File: config.mk
export PLATFORM = sky130hd
export DESIGN_NAME = router_out_scheduler
export DESIGN_NICKNAME = d
export VERILOG_FILES = /design/src/rtl/router_pkg.sv /design/src/rtl/router_dest_decode.sv /design/src/rtl/router_out_scheduler.sv
export SDC_FILE = /design/constraint.sdc
export NUM_CORES = 1
export LEC_CHECK = 0
export CAP_MARGIN = 20
export CORE_ASPECT_RATIO = 1.4
export CORE_MARGIN = 1
export CORE_UTILIZATION = 32
export DETAILED_ROUTE_END_ITERATION = 12
export GPL_TIMING_DRIVEN = 0
export PLACE_DENSITY = 0.5
export SYNTH_ARGS = -nofsm -noshare
export SYNTH_HDL_FRONTEND = slang
export SYNTH_SLANG_ARGS = --single-unit
export TNS_END_PERCENT = 20
File: constraint.sdc
create_clock -name clk2 -period 2.3 [get_ports clk2]
set_clock_uncertainty 0.05 [all_clocks]
set_input_delay 0.46 -clock clk2 [delete_from_list [all_inputs] [get_ports clk2]]
set_output_delay 0.46 -clock clk2 [all_outputs]
set_load 0.1 [all_outputs]
File: src/rtl/router_pkg.sv
// Shared types and constants for the 1x3 router output scheduler.
package router_pkg;

  localparam int unsigned ID_W              = 8;
  localparam int unsigned LEN_W             = 8;
  localparam int unsigned CNT_W             = 8;
  localparam int unsigned NUM_PORTS         = 3;
  // Bytes to bits: len * 8.
  localparam int unsigned LEN_TO_BITS_SHIFT = 3;
  // Enough to hold 255 * 8 = 2040 payload bits.
  localparam int unsigned BIT_CNT_W         = LEN_W + LEN_TO_BITS_SHIFT;

  // Upper bounds of the destination id ranges owned by ports 1 and 2.
  localparam logic [ID_W-1:0] DEST_P1_MAX = 8'd85;
  localparam logic [ID_W-1:0] DEST_P2_MAX = 8'd170;

  typedef enum logic [2:0] {
    ST_IDLE,
    ST_CHECK,
    ST_SEND,
    ST_DROP,
    ST_GAP
  } state_t;

  typedef enum logic [1:0] {
    PORT_NONE = 2'd0,
    PORT_1    = 2'd1,
    PORT_2    = 2'd2,
    PORT_3    = 2'd3
  } port_t;

  typedef struct packed {
    logic [ID_W-1:0]  src;
    logic [ID_W-1:0]  dest;
    logic [LEN_W-1:0] len;
  } hdr_t;

  // Payload length in bytes converted to a bit count.
  function automatic logic [BIT_CNT_W-1:0] len_to_bits(input logic [LEN_W-1:0] len);
    return BIT_CNT_W'(len) << LEN_TO_BITS_SHIFT;
  endfunction

  // One-hot lane select for an output port; PORT_NONE selects nothing.
  function automatic logic [NUM_PORTS-1:0] port_onehot(input port_t port);
    logic [NUM_PORTS-1:0] oh;
    oh = '0;
    case (port)
      PORT_1:  oh = 3'b001;
      PORT_2:  oh = 3'b010;
      PORT_3:  oh = 3'b100;
      default: oh = '0;
    endcase
    return oh;
  endfunction

endpackage

File: src/rtl/router_dest_decode.sv
// Combinational destination-to-port mapping and source trust check.
module router_dest_decode
  import router_pkg::*;
#(
  parameter logic [ID_W-1:0] TS1 = 8'd1,
  parameter logic [ID_W-1:0] TS2 = 8'd2,
  parameter logic [ID_W-1:0] TS3 = 8'd3
) (
  input  logic [ID_W-1:0] dest,
  input  logic [ID_W-1:0] src,
  output port_t           port,
  output logic            trusted
);

  // Range decode of dest id (0 has no port) and trusted-source match.
  always_comb begin
    port    = PORT_NONE;
    trusted = 1'b0;
    if (dest == '0) begin
      port = PORT_NONE;
    end else if (dest <= DEST_P1_MAX) begin
      port = PORT_1;
    end else if (dest <= DEST_P2_MAX) begin
      port = PORT_2;
    end else begin
      port = PORT_3;
    end
    trusted = (src == TS1) || (src == TS2) || (src == TS3);
  end

endmodule

File: src/rtl/router_out_scheduler.sv
// Output-side scheduler of the 1x3 router: header check, port select, serial payload forwarding.
module router_out_scheduler
  import router_pkg::*;
#(
  parameter logic [ID_W-1:0] TS1 = 8'd1,
  parameter logic [ID_W-1:0] TS2 = 8'd2,
  parameter logic [ID_W-1:0] TS3 = 8'd3
) (
  input  logic              clk2,
  input  logic              rst,
  input  logic              hdr_valid,
  output logic              hdr_ready,
  input  logic [ID_W-1:0]   hdr_src,
  input  logic [ID_W-1:0]   hdr_dest,
  input  logic [LEN_W-1:0]  hdr_len,
  input  logic              bit_valid,
  input  logic              bit_in,
  output logic              bit_ready,
  input  logic              stop_packet_send,
  output logic              packet_out1,
  output logic              packet_out2,
  output logic              packet_out3,
  output logic              packet_valid_o1,
  output logic              packet_valid_o2,
  output logic              packet_valid_o3,
  output logic [CNT_W-1:0]  fwd_cnt,
  output logic [CNT_W-1:0]  drop_cnt
);

  state_t                 state;
  hdr_t                   hdr_q;
  port_t                  port_q;
  logic [BIT_CNT_W-1:0]   bit_cnt;
  logic [NUM_PORTS-1:0]   out_q;
  logic [NUM_PORTS-1:0]   vld_q;

  port_t                  dec_port;
  logic                   dec_trusted;
  logic [NUM_PORTS-1:0]   sel_oh;
  logic                   bit_hs;
  logic                   last_bit;

  router_dest_decode #(
    .TS1 (TS1),
    .TS2 (TS2),
    .TS3 (TS3)
  ) u_dest_decode (
    .dest    (hdr_q.dest),
    .src     (hdr_q.src),
    .port    (dec_port),
    .trusted (dec_trusted)
  );

  // Handshake decode from current state; DROP drains regardless of backpressure.
  assign hdr_ready = (state == ST_IDLE);
  assign bit_ready = ((state == ST_SEND) && !stop_packet_send) || (state == ST_DROP);
  assign bit_hs    = bit_valid && bit_ready;
  assign sel_oh    = port_onehot(port_q);
  // Exit on the final handshake so the counter never wraps below zero.
  assign last_bit  = (bit_cnt == BIT_CNT_W'(1));

  assign packet_out1     = out_q[0];
  assign packet_out2     = out_q[1];
  assign packet_out3     = out_q[2];
  assign packet_valid_o1 = vld_q[0];
  assign packet_valid_o2 = vld_q[1];
  assign packet_valid_o3 = vld_q[2];

  // Packet FSM with registered port data/valid and forward/drop counters.
  always_ff @(posedge clk2 or posedge rst) begin
    if (rst) begin
      state    <= ST_IDLE;
      hdr_q    <= '0;
      port_q   <= PORT_NONE;
      bit_cnt  <= '0;
      out_q    <= '0;
      vld_q    <= '0;
      fwd_cnt  <= '0;
      drop_cnt <= '0;
    end else begin
      // Valids are single-cycle pulses; only a SEND handshake raises one.
      vld_q <= '0;
      case (state)
        ST_IDLE: begin
          if (hdr_valid) begin
            hdr_q <= '{src: hdr_src, dest: hdr_dest, len: hdr_len};
            state <= ST_CHECK;
          end
        end
        ST_CHECK: begin
          port_q  <= dec_port;
          bit_cnt <= len_to_bits(hdr_q.len);
          if (hdr_q.len == '0) begin
            drop_cnt <= drop_cnt + CNT_W'(1);
            state    <= ST_IDLE;
          end else if ((hdr_q.dest == '0) || !dec_trusted) begin
            state <= ST_DROP;
          end else begin
            state <= ST_SEND;
          end
        end
        ST_SEND: begin
          if (bit_hs) begin
            // Only the selected lane takes the bit; others hold their last value.
            out_q   <= (out_q & ~sel_oh) | (sel_oh & {NUM_PORTS{bit_in}});
            vld_q   <= sel_oh;
            bit_cnt <= bit_cnt - BIT_CNT_W'(1);
            if (last_bit) begin
              fwd_cnt <= fwd_cnt + CNT_W'(1);
              state   <= ST_GAP;
            end
          end
        end
        ST_DROP: begin
          if (bit_hs) begin
            bit_cnt <= bit_cnt - BIT_CNT_W'(1);
            if (last_bit) begin
              drop_cnt <= drop_cnt + CNT_W'(1);
              state    <= ST_IDLE;
            end
          end
        end
        ST_GAP: begin
          state <= ST_IDLE;
        end
        default: begin
          state <= ST_IDLE;
        end
      endcase
    end
  end

endmodule
# Word-level counts from Yosys, hierarchy flattened

Cells that the tools add are included.

Output and inout bits: 24
Flip-flop bits (word level): 62
Input bits: 30
Word-level logic and storage cells: 76

Muxes and demuxes: 20
Reduce and logical (&&, ||, !) cells: 20
$add $sub $neg: 3
Bitwise operators: 4
Equal/unequal tests: 17
$lt $le $gt $ge: 2

Operator list:

| kind                    | count |
|---|---|
| $mux W8                 | 3 |
| $pmux W11 S2            | 1 |
| $mux W3                 | 7 |
| $add A8 B1 Y8 const B   | 2 |
| $eq A8 B2 Y1 const B    | 2 |
| $logic_not A8 Y1        | 2 |
| $pmux W8 S2             | 1 |
| $ne A2 B2 Y1 const B    | 6 |
| $pmux W3 S4             | 1 |
| $eq A11 B1 Y1 const B   | 1 |
| $mux W11                | 1 |
| $sub A11 B1 Y11 const B | 1 |
| $pmux W3 S3             | 1 |
| $eq A8 B1 Y1 const B    | 1 |
| $le A8 B7 Y1 const B    | 1 |
| $le A8 B8 Y1 const B    | 1 |
| $and A3 B3 Y3           | 2 |
| $eq A3 B2 Y1 const B    | 2 |
| $mux W2                 | 3 |
| $reduce_and A2 Y1       | 3 |
| $reduce_and A5 Y1       | 1 |
| $eq A2 B2 Y1 const B    | 2 |
| $logic_or A1 B1 Y1      | 4 |
| $reduce_and A4 Y1       | 1 |
| other kinds (12)        | 16 |

# Depth between registers and ports, before layout

Gate-level depths: netlist of run 1.

Depth in word-level cells: 8
Depth in mapped cells: 7

# Modules after synthesis

A second synthesis of run 1 with hierarchy kept.

Cells, all modules: 264
Area total of the unflattened synthesis: 3006.6 um^2

Modules (own cells, without submodules):

| module               | area each (um^2) | sequential area each (um^2) | instances | cells each |
|---|---|---|---|---|
| router_out_scheduler | 2904.0           | 1551.5                      | 1         | 250 |
| router_dest_decode   | 102.6            | 0.0                         | 1         | 14 |

# Worst setup path after synthesis of run 1

OpenSTA, ideal clock, no wires.

Path type: register to register
Start point: register state[1]
End point: register hdr_q[0] (netlist bit)
Path slack: -1.468 ns
Data arrival time: 3.593 ns
Cell stages (with the launch flop): 7
Data required time: 2.125 ns
Buffers on the path: 3
Setup time: 0.125 ns
Cells stage by stage: dfrtp_1 -> buf_4 -> nor3_1 -> and2_1 -> buf_2 -> buf_2 -> mux2_2

Cells in the longest elaborated chain, start to end: 2

Ends and longest elaborated chain:

| what                        | RTL line                   | source |
|---|---|---|
| start, declared             | router_out_scheduler.sv:30 | `state_t state;` |
| start signal, assigned      | router_out_scheduler.sv:72 | `state <= ST_IDLE;` |
| start signal, assigned      | router_out_scheduler.sv:87 | `state <= ST_CHECK;` |
| start signal, assigned      | router_out_scheduler.sv:95 | `state <= ST_IDLE;` |
| $logic_not A3 Y1            | n/a                        |  |
| via hdr_ready               | router_out_scheduler.sv:12 | `output logic hdr_ready,` |
| $reduce_and A2 Y1 (no line) | n/a                        |  |
| end signal, assigned        | router_out_scheduler.sv:86 | `hdr_q <= '{src: hdr_src, dest: hdr_dest, len: hdr_len};` |
| end, declared               | router_out_scheduler.sv:31 | `hdr_t hdr_q;` |

The timed path passes the listed nets, and every way through them passes these cells.
A chain may end at the register's enable or synchronous reset.

# Worst setup path after layout of run 1

Start point: register drop_cnt[2]
End point: output drop_cnt[2]

RTL lines:

| what                   | RTL line                    | source |
|---|---|---|
| start, declared        | router_out_scheduler.sv:27  | `output logic [CNT_W-1:0] drop_cnt` |
| start signal, assigned | router_out_scheduler.sv:94  | `drop_cnt <= drop_cnt + CNT_W'(1);` |
| start signal, assigned | router_out_scheduler.sv:118 | `drop_cnt <= drop_cnt + CNT_W'(1);` |

No word-level cell between the ends.

==> results of run 1 <==
placed cells by master (no fill, tap or decap), types with 2 or more instances in the layout:
| cell | count |
|---|---|
| sky130_fd_sc_hd__dfrtp_1 | 62 |
| sky130_fd_sc_hd__clkdlybuf4s50_1 | 29 |
| sky130_fd_sc_hd__mux2_2 | 28 |
| sky130_fd_sc_hd__dlygate4sd2_1 | 22 |
| sky130_fd_sc_hd__o21ai_0 | 20 |
| sky130_fd_sc_hd__nor2_1 | 14 |
| sky130_fd_sc_hd__xor2_1 | 13 |
| sky130_fd_sc_hd__nor3_1 | 10 |
| sky130_fd_sc_hd__inv_1 | 9 |
| sky130_fd_sc_hd__clkbuf_16 | 9 |
| sky130_fd_sc_hd__nand3_1 | 7 |
| sky130_fd_sc_hd__nand2_1 | 7 |
| sky130_fd_sc_hd__a21oi_1 | 6 |
| sky130_fd_sc_hd__nand4_1 | 6 |
| sky130_fd_sc_hd__a31oi_1 | 6 |
| sky130_fd_sc_hd__a211oi_1 | 6 |
| sky130_fd_sc_hd__buf_4 | 5 |
| sky130_fd_sc_hd__clkinv_2 | 5 |
| sky130_fd_sc_hd__and2_1 | 4 |
| sky130_fd_sc_hd__nor4_1 | 4 |
| sky130_fd_sc_hd__clkbuf_1 | 4 |
| sky130_fd_sc_hd__ha_1 | 4 |
| sky130_fd_sc_hd__nor3_4 | 3 |
| sky130_fd_sc_hd__and3_1 | 3 |
| sky130_fd_sc_hd__nor2b_1 | 3 |
| sky130_fd_sc_hd__or4_1 | 3 |
| sky130_fd_sc_hd__a21o_1 | 3 |
| sky130_fd_sc_hd__nor3b_2 | 2 |
| sky130_fd_sc_hd__nand2b_1 | 2 |
| sky130_fd_sc_hd__nor2_2 | 2 |
| sky130_fd_sc_hd__o211ai_1 | 2 |
| sky130_fd_sc_hd__o21bai_1 | 2 |
| sky130_fd_sc_hd__o21a_1 | 2 |
| sky130_fd_sc_hd__a32oi_1 | 2 |
Yosys cell counts, types with 2 or more instances:
cell	n
sky130_fd_sc_hd__o21ai_0	20
sky130_fd_sc_hd__a21oi_1	6
sky130_fd_sc_hd__nor4_1	4
sky130_fd_sc_hd__xor2_1	13
sky130_fd_sc_hd__nor3b_2	2
sky130_fd_sc_hd__buf_2	2
sky130_fd_sc_hd__nor2_1	15
sky130_fd_sc_hd__nand4_1	6
sky130_fd_sc_hd__a31oi_1	6
sky130_fd_sc_hd__o211ai_1	2
sky130_fd_sc_hd__o21a_1	2
sky130_fd_sc_hd__clkbuf_1	5
sky130_fd_sc_hd__or4_1	3
sky130_fd_sc_hd__nor3_1	11
sky130_fd_sc_hd__a211oi_1	6
sky130_fd_sc_hd__nand3_1	7
sky130_fd_sc_hd__nor3_4	2
sky130_fd_sc_hd__nand2b_1	2
sky130_fd_sc_hd__ha_1	4
sky130_fd_sc_hd__buf_4	4
sky130_fd_sc_hd__a21o_1	3
sky130_fd_sc_hd__mux2_2	28
sky130_fd_sc_hd__and3_1	3
sky130_fd_sc_hd__inv_1	10
sky130_fd_sc_hd__o21bai_1	2
sky130_fd_sc_hd__nand2_1	7
sky130_fd_sc_hd__and2_1	4
sky130_fd_sc_hd__dfrtp_1	62
sky130_fd_sc_hd__a32oi_1	2
sky130_fd_sc_hd__nor2b_1	3
area by class of cell:
cell class | instances | area (um^2) | area share
Inverter | 10 | 37.5 | 0.00947
Multi-Input combinational cell | 181 | 1390 | 0.350
Timing Repair Buffer | 54 | 526 | 0.133
Clock inverter | 5 | 25.0 | 0.00631
Buffer | 10 | 58.8 | 0.0148
Tap cell | 107 | 134 | 0.0338
Clock buffer | 11 | 243 | 0.0612
Sequential cell | 62 | 1550 | 0.391
per-layer routing:
layer	track usage	up-vias	wire length [um]
li1	-	1100	-
met1	0.183	1108	2910
met2	0.249	44	3420
met3	0.0400	12	251
met4	0.0885	0	173
met5	0	-	0
flip-flops by register name (all words and copies together), names as in the netlist, named ones only:
signal	count
bit_cnt	11
drop_cnt	8
fwd_cnt	8
hdr_q	24
port_q	2
state	3
vld_q	3
cell families after synthesis:
family          synth area share
simple gates               0.163
flops                      0.513
compound gates             0.126
mux                        0.108
buf+inv                   0.0319
xor+xnor                  0.0406
fa+ha+maj                 0.0166
final timing paths:
path	startpoint	end	slack [ns]	cells past startpoint
max in group asynchronous	rst	drop_cnt[0]	1.15	3
min	drop_cnt[7]	drop_cnt[7]	0.41	1
max	drop_cnt[2]	drop_cnt[2]	0.10	1
min in group asynchronous	rst	hdr_q[3]	0.44	2
min reg2reg	drop_cnt[7]	drop_cnt[7]	0.41	1
max reg2reg	hdr_q[7]	drop_cnt[1]	0.14	4
report_power, final:
group          leakage (nW)  internal [mW]  switching, mW
Clock                 0.139          0.747          0.469
Combinational         0.844          0.758           1.40
Sequential            0.774           1.49          0.379
through the flow:
stage                util  hold slack (ns)
global placement    0.408            0.406
global route        0.437            0.441
CTS                 0.437            0.422
floorplan               -            0.419
detailed placement  0.410            0.416
finish              0.437            0.412
what timing repair did:
item / in CTS / in global routing
endpoints found under the setup margin: 24 / 1
gates resized for setup: 34 / 0
gates cloned: 0 / 0
==> results summary, run 1 <==
Among all flip-flop cells after synthesis, the most frequent one is sky130_fd_sc_hd__dfrtp_1. The count of final hold-check violations is 0. The post-synthesis net count came out at 298. Setup repair after global routing left no endpoint under its margin.

The count of mapped cells out of synthesis came out at 264. The summed instance area of the synthesized netlist is 3020 um^2. The floorplan step set the die width to 84.1 um. The average detailed-routed wire length per instance is 15.4 um.

The clock-pin transition on the worst setup and hold timing paths is 0.05 ns. Routability-driven placement finished with a final weighted congestion of 0.761. The maximum level of the CTS H-tree is 3. The first global-routing pass estimated 11.4 mm of wire. For this run, the register share of the synthesized area comes to 0.513. The total buffers and inverters traversed by the critical path came out at 1. During placement, the flow inserted port buffers numbering 53.

The wire-length estimate of the detail-placed layout is 4.94 mm. On the worst path, the slowest cell contributes a delay of 0.89 ns. The synthesized area per cell is 11.5 um^2. The total power per unit cell area is 1320 nW/um^2.

The peak fanout along the critical path is 6. In this run, synthesis inferred 0 flip-flops with an integrated enable. The area of placed instances is 3720 um^2. The summed area of non-filler cells in the final layout is 3960 um^2. In this run the clock root is driven by a sky130_fd_sc_hd__clkbuf_16.

The number of ports placed on the die boundary is 54. The die boundary height is 117 um. The area inside the core boundary came out at 9080 um^2. The share of the synthesized area in the top cell type came out at 0.513. The actual slew at the worst max-slew pin came out at 0.974 ns. The maximum clock frequency came out at 455 MHz.

The final net count is 362. The number of buffers on the longest clock path came out at 2. Entering global routing, the biggest net connects 41 pins. The count of final max-slew check failures is 0. Adding up every negative setup slack in the final design gives 0 ns. The total clock buffers created by CTS came out at 9. STA puts the critical path data required time at 1.79 ns.

The aggregate routed wire length is 6.76 mm. The final critical path time including I/O delays and setup is 2.20 ns. The overall overflow remaining after global route is 0. The source-to-sink clock delay at the later pin of the worst-skew pair is 0.33 ns. The final number of setup-violating endpoints is 0. The number of cells in the design after placement is 425. The number of antenna violations at the first check in global routing is 0. The initial detailed-routing violation count came out at 63. The area added between synthesis and finish came out at 31.1%. Data on the critical path arrives at its endpoint at 1.69 ns. Post-CTS timing repair inserted 0 buffers for setup. The via count of the first global-routing pass was 2266. Counting the fill cells in the layout gives 864.

The number of distinct library cell variants in the gate-level netlist after synthesis came out at 48. The largest vdd supply drop is 0.795 mV. The CTS sink count came out at 62. Dividing the final minimum period by the clock period gives 0.956. In this design, the largest share of critical-path delay is due to buffers and inverters. The TritonCTS clock tree is yes. The via count is 2264. The max-cap violation count came out at 0.

The count of state elements after synthesis is 62. On the critical path, the stage with the largest delay is an instance of sky130_fd_sc_hd__dlygate4sd2_1. The number of hold buffers added after CTS was 0. The proportion of layout cells with a drive suffix above 1 came out at 0.198. The number of design rule violations left after detail routing is 0.

The async set or reset register ratio after synthesis came out at 1.00. The worst setup slack after placement is -0.642 ns. The antenna cell count came out at 0. Headroom to the max-slew limit came out at 0.353. The total iterations of the first detailed-routing run is 4.

The minimum setup slack in the final design came out at 0.102 ns. The worst hold path belongs to the class reg2reg. The critical path is of the reg2out type. Across every metal layer, demand over resource in global routing totals 0.152. For this run, the number of Yosys warnings is 0. The initial utilization of the core area, before any placement, comes to 0.333. The count of antenna-violating nets left after detailed routing is 0. STA classifies the critical path endpoint as an output pin.

The signal on the critical path passes through dlygate4sd2_1. The row count came out at 41. The via density per instance came out at 5.15.

The run finished with clean final reports. Summed over all instances, the cell type with the most area after synthesis is sky130_fd_sc_hd__dfrtp_1. The die covers 9840 um^2. The filler-free cell count of the finished design is 440. The worst setup path is launched from a flop.

For this design the static power due to leakage is 1.76 nW. In the post-synthesis netlist, the biggest area contributors are sky130_fd_sc_hd__dfrtp_1 51%, sky130_fd_sc_hd__mux2_2 10%, sky130_fd_sc_hd__xor2_1 3.8%. The total design power is 5.24 mW.
Note: power is estimated with default switching activity, not from simulation.
==> inputs of run 2 (changes only) <==
- PLACE_DENSITY: 0.5 -> default
==> results summary, run 2 (synthesized netlist as in run 1, its figures left out) <==
The number of buffers added on ports came to 53 (unchanged). The area of placed instances came out at 3720 um^2 (unchanged). The count of fill cells added during filler insertion came to 857 (-0.81%).

The TritonCTS clock tree is yes. The startpoint identified for the worst register-to-register timing path is hdr_q[3]. The aggregate routed wire length is 6.56 mm (-2.9%). In this run the critical register-to-register path is captured at drop_cnt[1]. The CTS sink count was 62 (unchanged). The die boundary height came out at 117 um (unchanged). The total design power was 5.44 mW (+3.9%). The final critical path time including I/O delays and setup came out at 2.20 ns (-0.0000420 ns). The count of antenna-violating nets left after detailed routing came to 0 (unchanged). The internal reg-to-reg setup slack is 0.25 ns (+0.11 ns). The antenna cell count came out at 0 (unchanged).

The chip width came out at 84.1 um (unchanged). The overall overflow remaining after global route came out at 0 (unchanged). The total clock buffers created by CTS is 9 (unchanged). The via density per instance came out at 5.12 (-0.53%). The relative slew slack is 0.347 (-0.00668).

The count of final hold-check violations came out at 0 (unchanged). On the critical path, the stage with the largest delay is an instance of sky130_fd_sc_hd__dlygate4sd2_1. The register with the highest flop count is hdr_q. The summed area of non-filler cells in the final layout is 4030 um^2 (+1.5%).

The actual slew at the worst max-slew pin was 0.984 ns (+0.0101 ns). The area inside the core boundary came out at 9080 um^2 (unchanged). The largest vdd supply drop is 0.736 mV (-7.4%). The number of cells in the design after placement came out at 425 (unchanged). The run finished, with violations left. The root buffer cell is sky130_fd_sc_hd__clkbuf_16. The number of design rule violations left after detail routing is 2 (+2). The total buffers and inverters traversed by the critical path is 1 (unchanged). The peak fanout along the critical path came out at 7 (+1). The filler-free cell count of the finished design came out at 440 (unchanged).

The source-to-sink clock delay at the later pin of the worst-skew pair is 0.33 ns (about the same). The final reports fail on DRC. The flip-flop count of the largest register, all copies and words added came to 24 (unchanged). From synthesis to final layout, the design area changed by 33.2%. In this run the worst setup path terminates at fwd_cnt[2].

The worst hold margin was 0.409 ns (-0.00282 ns). The number of stages on the worst setup path is 1 (unchanged). The buffer count from post-CTS setup fixing was 0 (unchanged). The number of ports placed on the die boundary came to 54 (unchanged). The proportion of layout cells with a drive suffix above 1 was 0.201 (+0.00300). The total power per unit cell area was 1350 nW/um^2 (+2.3%). The kind of end point of the critical path is an output pin. The row count is 41 (unchanged). The total iterations of the first detailed-routing run came out at 8 (+4). The via count came to 2252 (-0.53%).

The maximum clock frequency was 455 MHz (about the same). The critical path launch point is fwd_cnt[2]. The critical path data arrival time came out at 1.69 ns (about the same). The via count of the first global-routing pass is 2275 (+0.40%). The number of antenna violations at the first check in global routing is 0 (unchanged).

The first-pass GRT wire length is 11.2 mm (-1.6%). The maximum number of pins on one net before global-route repair is 43 (+4.9%). In the final layout, the registers with the most flip-flops are hdr_q (24), bit_cnt (11). The worst stage delay on the critical path came out at 0.89 ns (about the same).

The initial detailed-routing violation count is 180 (+190%). The depth of the most critical reg-to-reg path is 4 (unchanged). The area of the die came to 9840 um^2 (unchanged). The all-layer global routing usage is 0.149 (-0.00315). The average detailed-routed wire length per instance is 14.9 um (-2.9%).

The required time of the worst setup path is 1.79 ns (about the same). The number of buffers on the longest clock path was 2 (unchanged). In this design, the largest share of critical-path delay is due to buffers and inverters.

The type of the worst min-delay path is in2async. The final worst-path cycle share was 0.956 (about the same). The detailed-placement wirelength estimate is 4.87 mm (-1.4%). The initial core utilization is 0.333 (unchanged).

The library cell used most frequently in the layout, excluding fill and tap cells, is sky130_fd_sc_hd__dfrtp_1. The clock-pin transition on the worst setup and hold timing paths came to 0.05 ns (about the same). Traced cell by cell, the critical path runs through dlygate4sd2_1. The count of final max-slew check failures is 0 (unchanged). The type of the worst setup path is reg2out. Leaving out fill and tap cells, the most frequent cells in the layout are 62 x sky130_fd_sc_hd__dfrtp_1, 29 x sky130_fd_sc_hd__clkdlybuf4s50_1, 28 x sky130_fd_sc_hd__mux2_2, 22 x sky130_fd_sc_hd__dlygate4sd2_1, 20 x sky130_fd_sc_hd__o21ai_0. Setup repair after global routing left no endpoint under its margin.

The weighted congestion at the end of routability-driven global placement is 0.787 (+3.3%). The final net count is 362 (unchanged). The final number of setup-violating endpoints is 0 (unchanged). The maximum level of the CTS H-tree is 3 (unchanged). The worst setup path is launched from a flop.

The static leakage is 1.77 nW (+0.99%). The max-cap violation count came out at 0 (unchanged).
run 2: changes by cell type in the layout (fill, tap and decap cells not counted):
cell | before | now
sky130_fd_sc_hd__clkinv_2 | 5 | 0
sky130_fd_sc_hd__bufinv_16 | 0 | 1
sky130_fd_sc_hd__nand2b_4 | 0 | 1
sky130_fd_sc_hd__nand2b_1 | 2 | 1
sky130_fd_sc_hd__clkinvlp_4 | 0 | 1
sky130_fd_sc_hd__clkbuf_8 | 1 | 4
run 2: where the power goes:
part / total, mW / internal [mW] / switching, mW
clock network: 1.42 / 0.956 / 0.465
logic: 2.16 / 0.764 / 1.40
registers: 1.86 / 1.49 / 0.374
run 2: worst reg2reg max path, stage by stage, from the launching register on:
cell and delay [ns]:
sky130_fd_sc_hd__dfrtp_1 0.40, sky130_fd_sc_hd__nor4_1 0.40, sky130_fd_sc_hd__nand3_1 0.38, sky130_fd_sc_hd__a21oi_1 0.34
sky130_fd_sc_hd__mux2_2 0.36
run 2: stage by stage:
stage / utilization / worst slack [ns] / TNS, ns
floorplan: - / 0.00250 / 0
global placement: 0.408 / -0.889 / -56.60
detailed placement: 0.410 / -0.604 / -2.27
CTS: 0.442 / -0.0909 / -0.0909
global route: 0.443 / 0.0133 / 0
finish: 0.443 / 0.102 / 0
run 2: worst min path at each step:
stage | startpoint | end | slack, ns
after floorplan | port_q[0] | vld_q[1] | 0.42
after global placement | fwd_cnt[7] | fwd_cnt[7] | 0.41
after detailed placement | drop_cnt[7] | drop_cnt[7] | 0.42
after CTS | drop_cnt[7] | drop_cnt[7] | 0.42
after global routing | fwd_cnt[5] | fwd_cnt[5] | 0.44
final | rst | fwd_cnt[5] | 0.41
run 2: layout make-up:
| type | instances | area, um^2 | share of cell area |
|---|---|---|---|
| inverter | 10 | 37.5 | 0.00933 |
| clock inverter | 2 | 37.5 | 0.00933 |
| tap | 107 | 134 | 0.0333 |
| clock buffer | 14 | 284 | 0.0706 |
| buffer | 10 | 58.8 | 0.0146 |
| timing repair buffer | 54 | 526 | 0.131 |
| sequential | 62 | 1550 | 0.385 |
| multi-input combinational | 181 | 1400 | 0.347 |
run 2: timing repair:
action / in CTS / in global routing
endpoints found under the hold margin: 0 / 0
hold buffers: 0 / 0
gates resized for setup: 32 / 3
endpoints found under the setup margin: 24 / 1
run 2: routing by layer:
metal  wire length [um]  vias to the layer above  global-route usage
met5                  0                        -                   0
li1                   -                     1102                   -
met2               3430                       54               0.254
met4                182                        0               0.100
met1               2710                     1086               0.176
met3                245                       10              0.0245
==> inputs of run 3 (changes only) <==
- CTS_CLUSTER_DIAMETER: default -> 30
==> results of run 3 <==
Same layout as run 2: the final DEF is identical, and so are final timing and power.
